`config.mk`:
```
export PLATFORM = sky130hd
export DESIGN_NAME = music_player_multi
export DESIGN_NICKNAME = d
export VERILOG_FILES = /design/src/rtl/music_player_multi.sv
export SDC_FILE = /design/constraint.sdc
export NUM_CORES = 1
export LEC_CHECK = 0
export CORE_MARGIN = 3
export CORE_UTILIZATION = 52
export CTS_BUF_LIST = sky130_fd_sc_hd__clkbuf_4 sky130_fd_sc_hd__clkbuf_8
export CTS_CLUSTER_DIAMETER = 200
export DETAILED_ROUTE_END_ITERATION = 10
export GPL_TIMING_DRIVEN = 0
export PLACE_DENSITY = 0.92
export SKIP_LAST_GASP = 1
export SLEW_MARGIN = 20
export SYNTH_ARGS = -nofsm -noshare
export SYNTH_HDL_FRONTEND = slang
export SYNTH_SLANG_ARGS = --single-unit
```
`constraint.sdc`:
```
create_clock -name clk -period 4 [get_ports clk]
set_clock_uncertainty 0.2 [all_clocks]
set_input_delay 1 -clock clk [delete_from_list [all_inputs] [get_ports clk]]
set_output_delay 1 -clock clk [all_outputs]
set_load 0.02 [all_outputs]
```
`src/rtl/music_player_multi.sv`:
```
// Multi-song note sequencer: fetches note words from a same-cycle song memory
// and plays each as a square wave for a scaled duration, with rests, loop, pause and stop.
module music_player_multi #(
  parameter int unsigned NUM_NOTES = 7,
  parameter int unsigned PERIOD_W  = 8,
  parameter int unsigned DUR_W     = 16,
  parameter int unsigned SONG_W    = 5,
  parameter int unsigned IDX_W     = 8,
  parameter int unsigned ADDR_W    = 16
) (
  input  logic                          clk,
  input  logic                          rst,
  input  logic [DUR_W-1:0]              note_duration,
  input  logic [NUM_NOTES*PERIOD_W-1:0] note_periods,
  input  logic [SONG_W-1:0]             song_sel,
  input  logic                          start_song,
  input  logic                          stop,
  input  logic                          pause,
  input  logic                          loop_en,
  output logic                          idle,
  output logic                          song_done,
  output logic [3:0]                    note_sel,
  output logic [1:0]                    state,
  output logic                          note,
  output logic                          memreq_val,
  output logic [ADDR_W-1:0]             memreq_addr,
  input  logic [31:0]                   memresp_data
);

  localparam int unsigned CNT_W = DUR_W + 4;
  localparam logic [3:0] MAX_CODE = 4'(NUM_NOTES);
  localparam logic [3:0] END_CODE = 4'hF;
  localparam logic [IDX_W-1:0] IDX_MAX = '1;

  typedef enum logic [1:0] {
    S_IDLE   = 2'd0,
    S_FETCH  = 2'd1,
    S_PLAY   = 2'd2,
    S_PAUSED = 2'd3
  } state_e;

  state_e              state_q, state_d;
  logic [SONG_W-1:0]   song_q, song_d;
  logic [IDX_W-1:0]    idx_q, idx_d;
  logic                exh_q, exh_d;
  logic [CNT_W-1:0]    dur_q, dur_d;
  logic [PERIOD_W-1:0] hp_q, hp_d;
  logic                wave_q, wave_d;
  logic [3:0]          note_sel_q, note_sel_d;
  logic                done_q, done_d;

  logic [3:0]          code;
  logic [3:0]          mult;
  logic [CNT_W-1:0]    scaled_dur;
  logic                code_valid;
  logic [PERIOD_W-1:0] cur_period;
  logic                step;
  logic                unused_data;

  assign unused_data = ^memresp_data[31:8];

  // Decode the fetched word and select the half-period of the note now playing
  always_comb begin
    code       = memresp_data[3:0];
    mult       = (memresp_data[7:4] == 4'd0) ? 4'd1 : memresp_data[7:4];
    scaled_dur = CNT_W'(note_duration) * CNT_W'(mult);
    code_valid = (code != 4'd0) && (code <= MAX_CODE);
    cur_period = '0;
    for (int unsigned i = 0; i < NUM_NOTES; i++) begin
      if (note_sel_q == 4'(i + 1)) cur_period = note_periods[i*PERIOD_W +: PERIOD_W];
    end
  end

  always_ff @(posedge clk or posedge rst) begin
    if (rst) state_q <= S_IDLE;
    else     state_q <= state_d;
  end

  // Next-state and datapath update; stop overrides start, start overrides pause
  always_comb begin
    state_d    = state_q;
    song_d     = song_q;
    idx_d      = idx_q;
    exh_d      = exh_q;
    dur_d      = dur_q;
    hp_d       = hp_q;
    wave_d     = wave_q;
    note_sel_d = note_sel_q;
    done_d     = 1'b0;
    step       = 1'b0;

    case (state_q)
      S_FETCH: begin
        if (exh_q || (code == END_CODE)) begin
          done_d = 1'b1;
          if (loop_en && !((idx_q == '0) && !exh_q)) begin
            idx_d = '0;
            exh_d = 1'b0;
          end else begin
            state_d    = S_IDLE;
            note_sel_d = 4'd0;
          end
        end else begin
          note_sel_d = code_valid ? code : 4'd0;
          dur_d      = (scaled_dur == '0) ? CNT_W'(1) : scaled_dur;
          hp_d       = '0;
          wave_d     = 1'b0;
          state_d    = S_PLAY;
        end
      end
      S_PLAY: begin
        if (pause) state_d = S_PAUSED;
        else       step    = 1'b1;
      end
      S_PAUSED: begin
        if (!pause) begin
          state_d = S_PLAY;
          step    = 1'b1;
        end
      end
      default: ;
    endcase

    // One playback cycle: advance duration and the square-wave phase
    if (step) begin
      dur_d = dur_q - CNT_W'(1);
      if ((note_sel_q != 4'd0) && (cur_period != '0)) begin
        if (hp_q == cur_period - PERIOD_W'(1)) begin
          wave_d = ~wave_q;
          hp_d   = '0;
        end else begin
          hp_d = hp_q + PERIOD_W'(1);
        end
      end else begin
        wave_d = 1'b0;
      end
      if (dur_q == CNT_W'(1)) begin
        state_d = S_FETCH;
        wave_d  = 1'b0;
        if (idx_q == IDX_MAX) exh_d = 1'b1;
        else                  idx_d = idx_q + IDX_W'(1);
      end
    end

    if (start_song) begin
      song_d  = song_sel;
      idx_d   = '0;
      exh_d   = 1'b0;
      wave_d  = 1'b0;
      done_d  = 1'b0;
      state_d = S_FETCH;
    end

    if (stop) begin
      state_d    = S_IDLE;
      wave_d     = 1'b0;
      note_sel_d = 4'd0;
      done_d     = 1'b0;
    end
  end

  always_ff @(posedge clk or posedge rst) begin
    if (rst) begin
      song_q     <= '0;
      idx_q      <= '0;
      exh_q      <= 1'b0;
      dur_q      <= '0;
      hp_q       <= '0;
      wave_q     <= 1'b0;
      note_sel_q <= 4'd0;
      done_q     <= 1'b0;
    end else begin
      song_q     <= song_d;
      idx_q      <= idx_d;
      exh_q      <= exh_d;
      dur_q      <= dur_d;
      hp_q       <= hp_d;
      wave_q     <= wave_d;
      note_sel_q <= note_sel_d;
      done_q     <= done_d;
    end
  end

  // Wave phase is kept across a pause but only reaches the pin while playing
  always_comb begin
    idle        = (state_q == S_IDLE);
    memreq_val  = (state_q == S_FETCH);
    state       = state_q;
    note        = wave_q && (state_q == S_PLAY);
    song_done   = done_q;
    note_sel    = note_sel_q;
    memreq_addr = ADDR_W'({song_q, idx_q});
  end

endmodule

```
==> out/metrics.csv <==
stage;metric;value;unit
status;status;complete, but fails checks;
status;violated checks;negative setup slack;
placement;# port buffers;112;
timing;post-layout minimum cycle time;4.85;ns
floorplan;FP Rows;37;
layout;fin area;8100;sq um
timing;fin worst setup slack;-0.850;ns
drt;WL final;19.3;mm
setup_path;startpoint class of the critical path;input port;
flow_run;Max-Cap Viols;0;
yosys;mux share of post-synthesis cell area;3.40;%
floorplan;die width;111;um
pwr;Cell Pwr Density;318;nW/um^2
yosys;post-synth cell types;76;
setup_path;Arr. time, crit path;4.91;ns
timing;Max Fclk;206;MHz
floorplan;core box area;10600;sq um
yosys;asr flop ratio synth;100;%
global_routing;grt total ovfl;0;
pwr;leakage power;3.36;nW
yosys;top_reg_cell synth;dfrtp_1;
yosys;Synth Cell Area;5750;sq um
clocking;CTS Buf Count;5;
layout;area delta synth->final;40.9;%
yosys;Ys Warns;0;
yosys;Post-Synth XOR/XNOR Area;3.66;%
timing;Final setup viols;14;
yosys;largest family of logic cells by synthesized area;simple AND/OR/NAND/NOR gates;
drt;DR iter-0 viols;650;
yosys;Synth Area in Simple Gates;27.9;%
yosys;Post-Synthesis Cells;720;
min_path;Hold WC Path Type;flop to flop;
placement;gpl congestion;0.872;
pwr;maximum VDD drop;190;uV
layout;share of cells above drive strength 1;21.3;%
drt;drt wl/cell;18.9;um
layout;Finished Layout Cells;1019;
placement;post-DP HPWL;12.8;mm
timing;RSZ-0062 raised after global routing;yes;
layout;Diodes inserted;0;
yosys;Post-synth EDFFs;0;
drt;via count;6314;
global_routing;antenna violations before repair;0;
timing;max-slew violations;0;
timing;period utilisation layout;121;%
yosys;register area share after synthesis;21.8;%
drt;drt first pass iters;5;
drt;# DRC;0;
drt;DRT antenna net count;0;
floorplan;die extent in y;111;um
floorplan;die area;12300;sq um
clocking;CTS tree;yes;
timing;Worst Max-Slew Pin Slew;0.599;ns
placement;Placed Cells;971;
floorplan;initial cell density of the core;54.4;%
clocking;Reg clk slew, reported paths;0.12;ns
yosys;syn avg cell area;7.98;sq um
setup_path;Crit Path Max Fanout;8;
global_routing;largest net degree at the start of global routing;36;
setup_path;WP data required;4.06;ns
clocking;root buffer cell;clkbuf_8;
yosys;Synth Register Bits;50;
timing;Hold WS;0.325;ns
floorplan;I/O pins;141;
timing;relative slew slack;60.1;%
drt;vias per cell;6.20;
timing;final hold viol count;0;
setup_path;crit end category;flop;
yosys;Synth Area in Adders;16.3;%
global_routing;first-pass GRT wire length;28.9;mm
yosys;compound-gate portion of the synthesized area;19.9;%
layout;nets@finish;1055;
clocking;Clock Path Buffers;2;
timing;setup tns final;-3.78;ns
clocking;total clock sinks;50;
clocking;H-tree lvl count;2;
setup_path;WS Path Type;input port to flop;
placement;placed inst area;7260;sq um
global_routing;GRT Total Usage;28.0;%
clocking;clock latency on the worst-skew pair;0.33;ns
global_routing;vias in the first global route;5866;
[critical path, stage by stage]
cell	delay, ns
buf_12	0.11
buf_8	0.12
and2_4	0.13
fa_1	0.51
inv_1	0.05
fa_1	0.49
inv_2	0.05
ha_4	0.24
nor2b_4	0.12
o21a_1	0.22
o21a_2	0.26
o31a_1	0.34
nor2_2	0.18
o31ai_1	0.11
a32o_2	0.28
or4_4	0.54
o21ai_2	0.13
[cells in the mapped netlist (4+ instances only)]
cell type | number | area, sq um
xnor2_1 | 23 | 201
a211oi_1 | 6 | 45.0
o211ai_1 | 11 | 82.6
mux2i_1 | 6 | 60.1
and2_1 | 51 | 319
fa_1 | 28 | 561
clkbuf_1 | 17 | 63.8
o22ai_1 | 11 | 68.8
buf_2 | 5 | 25.0
nand3_1 | 21 | 105
nand3b_1 | 5 | 37.5
inv_1 | 68 | 255
nand2b_1 | 10 | 62.6
a21oi_1 | 48 | 240
dfrtp_1 | 50 | 1250
and3_1 | 10 | 62.6
a31oi_1 | 4 | 25.0
mux2_2 | 8 | 90.1
nor4b_1 | 4 | 35.0
o21a_1 | 7 | 52.6
nor2b_1 | 8 | 50.1
buf_4 | 4 | 30.0
o21ai_0 | 28 | 140
nand2_1 | 71 | 267
ha_1 | 30 | 375
or4_1 | 4 | 30.0
or3_1 | 14 | 87.6
o21ai_1 | 6 | 30.0
nor3_1 | 23 | 115
nand4_1 | 4 | 25.0
nor2_1 | 50 | 188
nor4_1 | 8 | 50.1
[report_power, final]
group / switching [mW] / internal [mW] / total, mW / leakage (nW)
combinational: 0.805 / 0.755 / 1.56 / 2.68
sequential: 0.0907 / 0.591 / 0.681 / 0.630
clock: 0.200 / 0.130 / 0.330 / 0.0502
[per-layer routing]
layer  track usage [%]  vias up  part of all wire [%]
met2              50.5      340                    51
li1                  -     2868                     -
met5                 0        -                     0
met3              3.82       82                   6.3
met1              35.2     3024                    39
met4              7.06        0                   4.0
[layout make-up]
| class | count | area, sq um |
|---|---|---|
| multi-input cells | 574 | 4620 |
| plain buffers | 28 | 199 |
| flip-flops and latches | 50 | 1250 |
| clock inverters | 3 | 28.8 |
| repair buffers | 154 | 1500 |
| inverters | 69 | 259 |
| fillers | 683 | 2460 |
| well taps | 136 | 170 |
| clock buffers | 5 | 68.8 |
[state kept, by name (all words and copies together) (netlist names)]
| signal | flops |
|---|---|
| dur_q | 20 |
| hp_q | 8 |
| idx_q | 8 |
| song_q | 5 |
| note_sel | 4 |
| state | 2 |
| exh_q | 1 |
| song_done | 1 |
| wave_q | 1 |
[worst paths after layout]
kind / start / end / slack [ns] / cells after the start
max in group asynchronous: rst / hp_q[6]$_DFF_PP0_ / 2.31 / 3
hold reg to reg: song_q[4]$_DFFE_PP0P_ / song_q[4]$_DFFE_PP0P_ / 0.32 / 1
setup / recovery: memresp_data[5] / dur_q[0]$_DFFE_PP0P_ / -0.85 / 17
setup reg to reg: note_sel[1]$_DFFE_PP0P_ / wave_q$_DFF_PP0_ / 0.30 / 15
min in group asynchronous: rst / song_q[4]$_DFFE_PP0P_ / 0.76 / 2
hold / removal: song_q[4]$_DFFE_PP0P_ / song_q[4]$_DFFE_PP0P_ / 0.32 / 1
[placed cells by master, fill, tap and decap left out, drive strengths merged, types with 9 or more instances in the layout]
cell type	netlist	layout
a21oi	48	48
and2	51	51
and3	10	10
buf	11	65
clkbuf	18	17
clkdlybuf4s50	0	94
dfrtp	50	50
dlygate4sd2	0	10
fa	28	28
ha	30	30
inv	69	70
nand2	71	71
nand2b	10	10
nand3	21	21
nor2	50	50
nor3	23	23
nor4	9	9
o211ai	12	12
o21ai	36	36
o22ai	11	11
or3	14	14
xnor2	23	23
[cell families (layout without fill, tap and decap cells)]
kind of cell	after synthesis	count (layout)
xor gates and xnor gates	24	24
muxes	16	16
and+or+nand+nor	302	302
buffers and inverters	98	259
AOI/OAI and AO/OA	171	171
adders and majority gates	58	58
other	1	3
DFF	50	50
[per-stage QoR]
step	util, %	setup slack, ns	total power [mW]
3_3_place_gp	68.6	-1.60	1.78
4_1_cts	72.9	-0.680	2.29
3_5_place_dp	68.8	-1.70	1.83
6_report	76.7	-0.850	2.57
2_1_floorplan	-	-0.536	1.50
5_1_grt	76.7	-0.967	2.71
[timing repair]
| item | CTS | global route |
|---|---|---|
| resized for setup | 92 | 64 |
| hold buffers | 0 | 0 |
| buffers inserted | 26 | 21 |
| endpoints found under the setup margin | 25 | 22 |
| pin swaps | 43 | 48 |
Power figures use the tool's default switching activity.
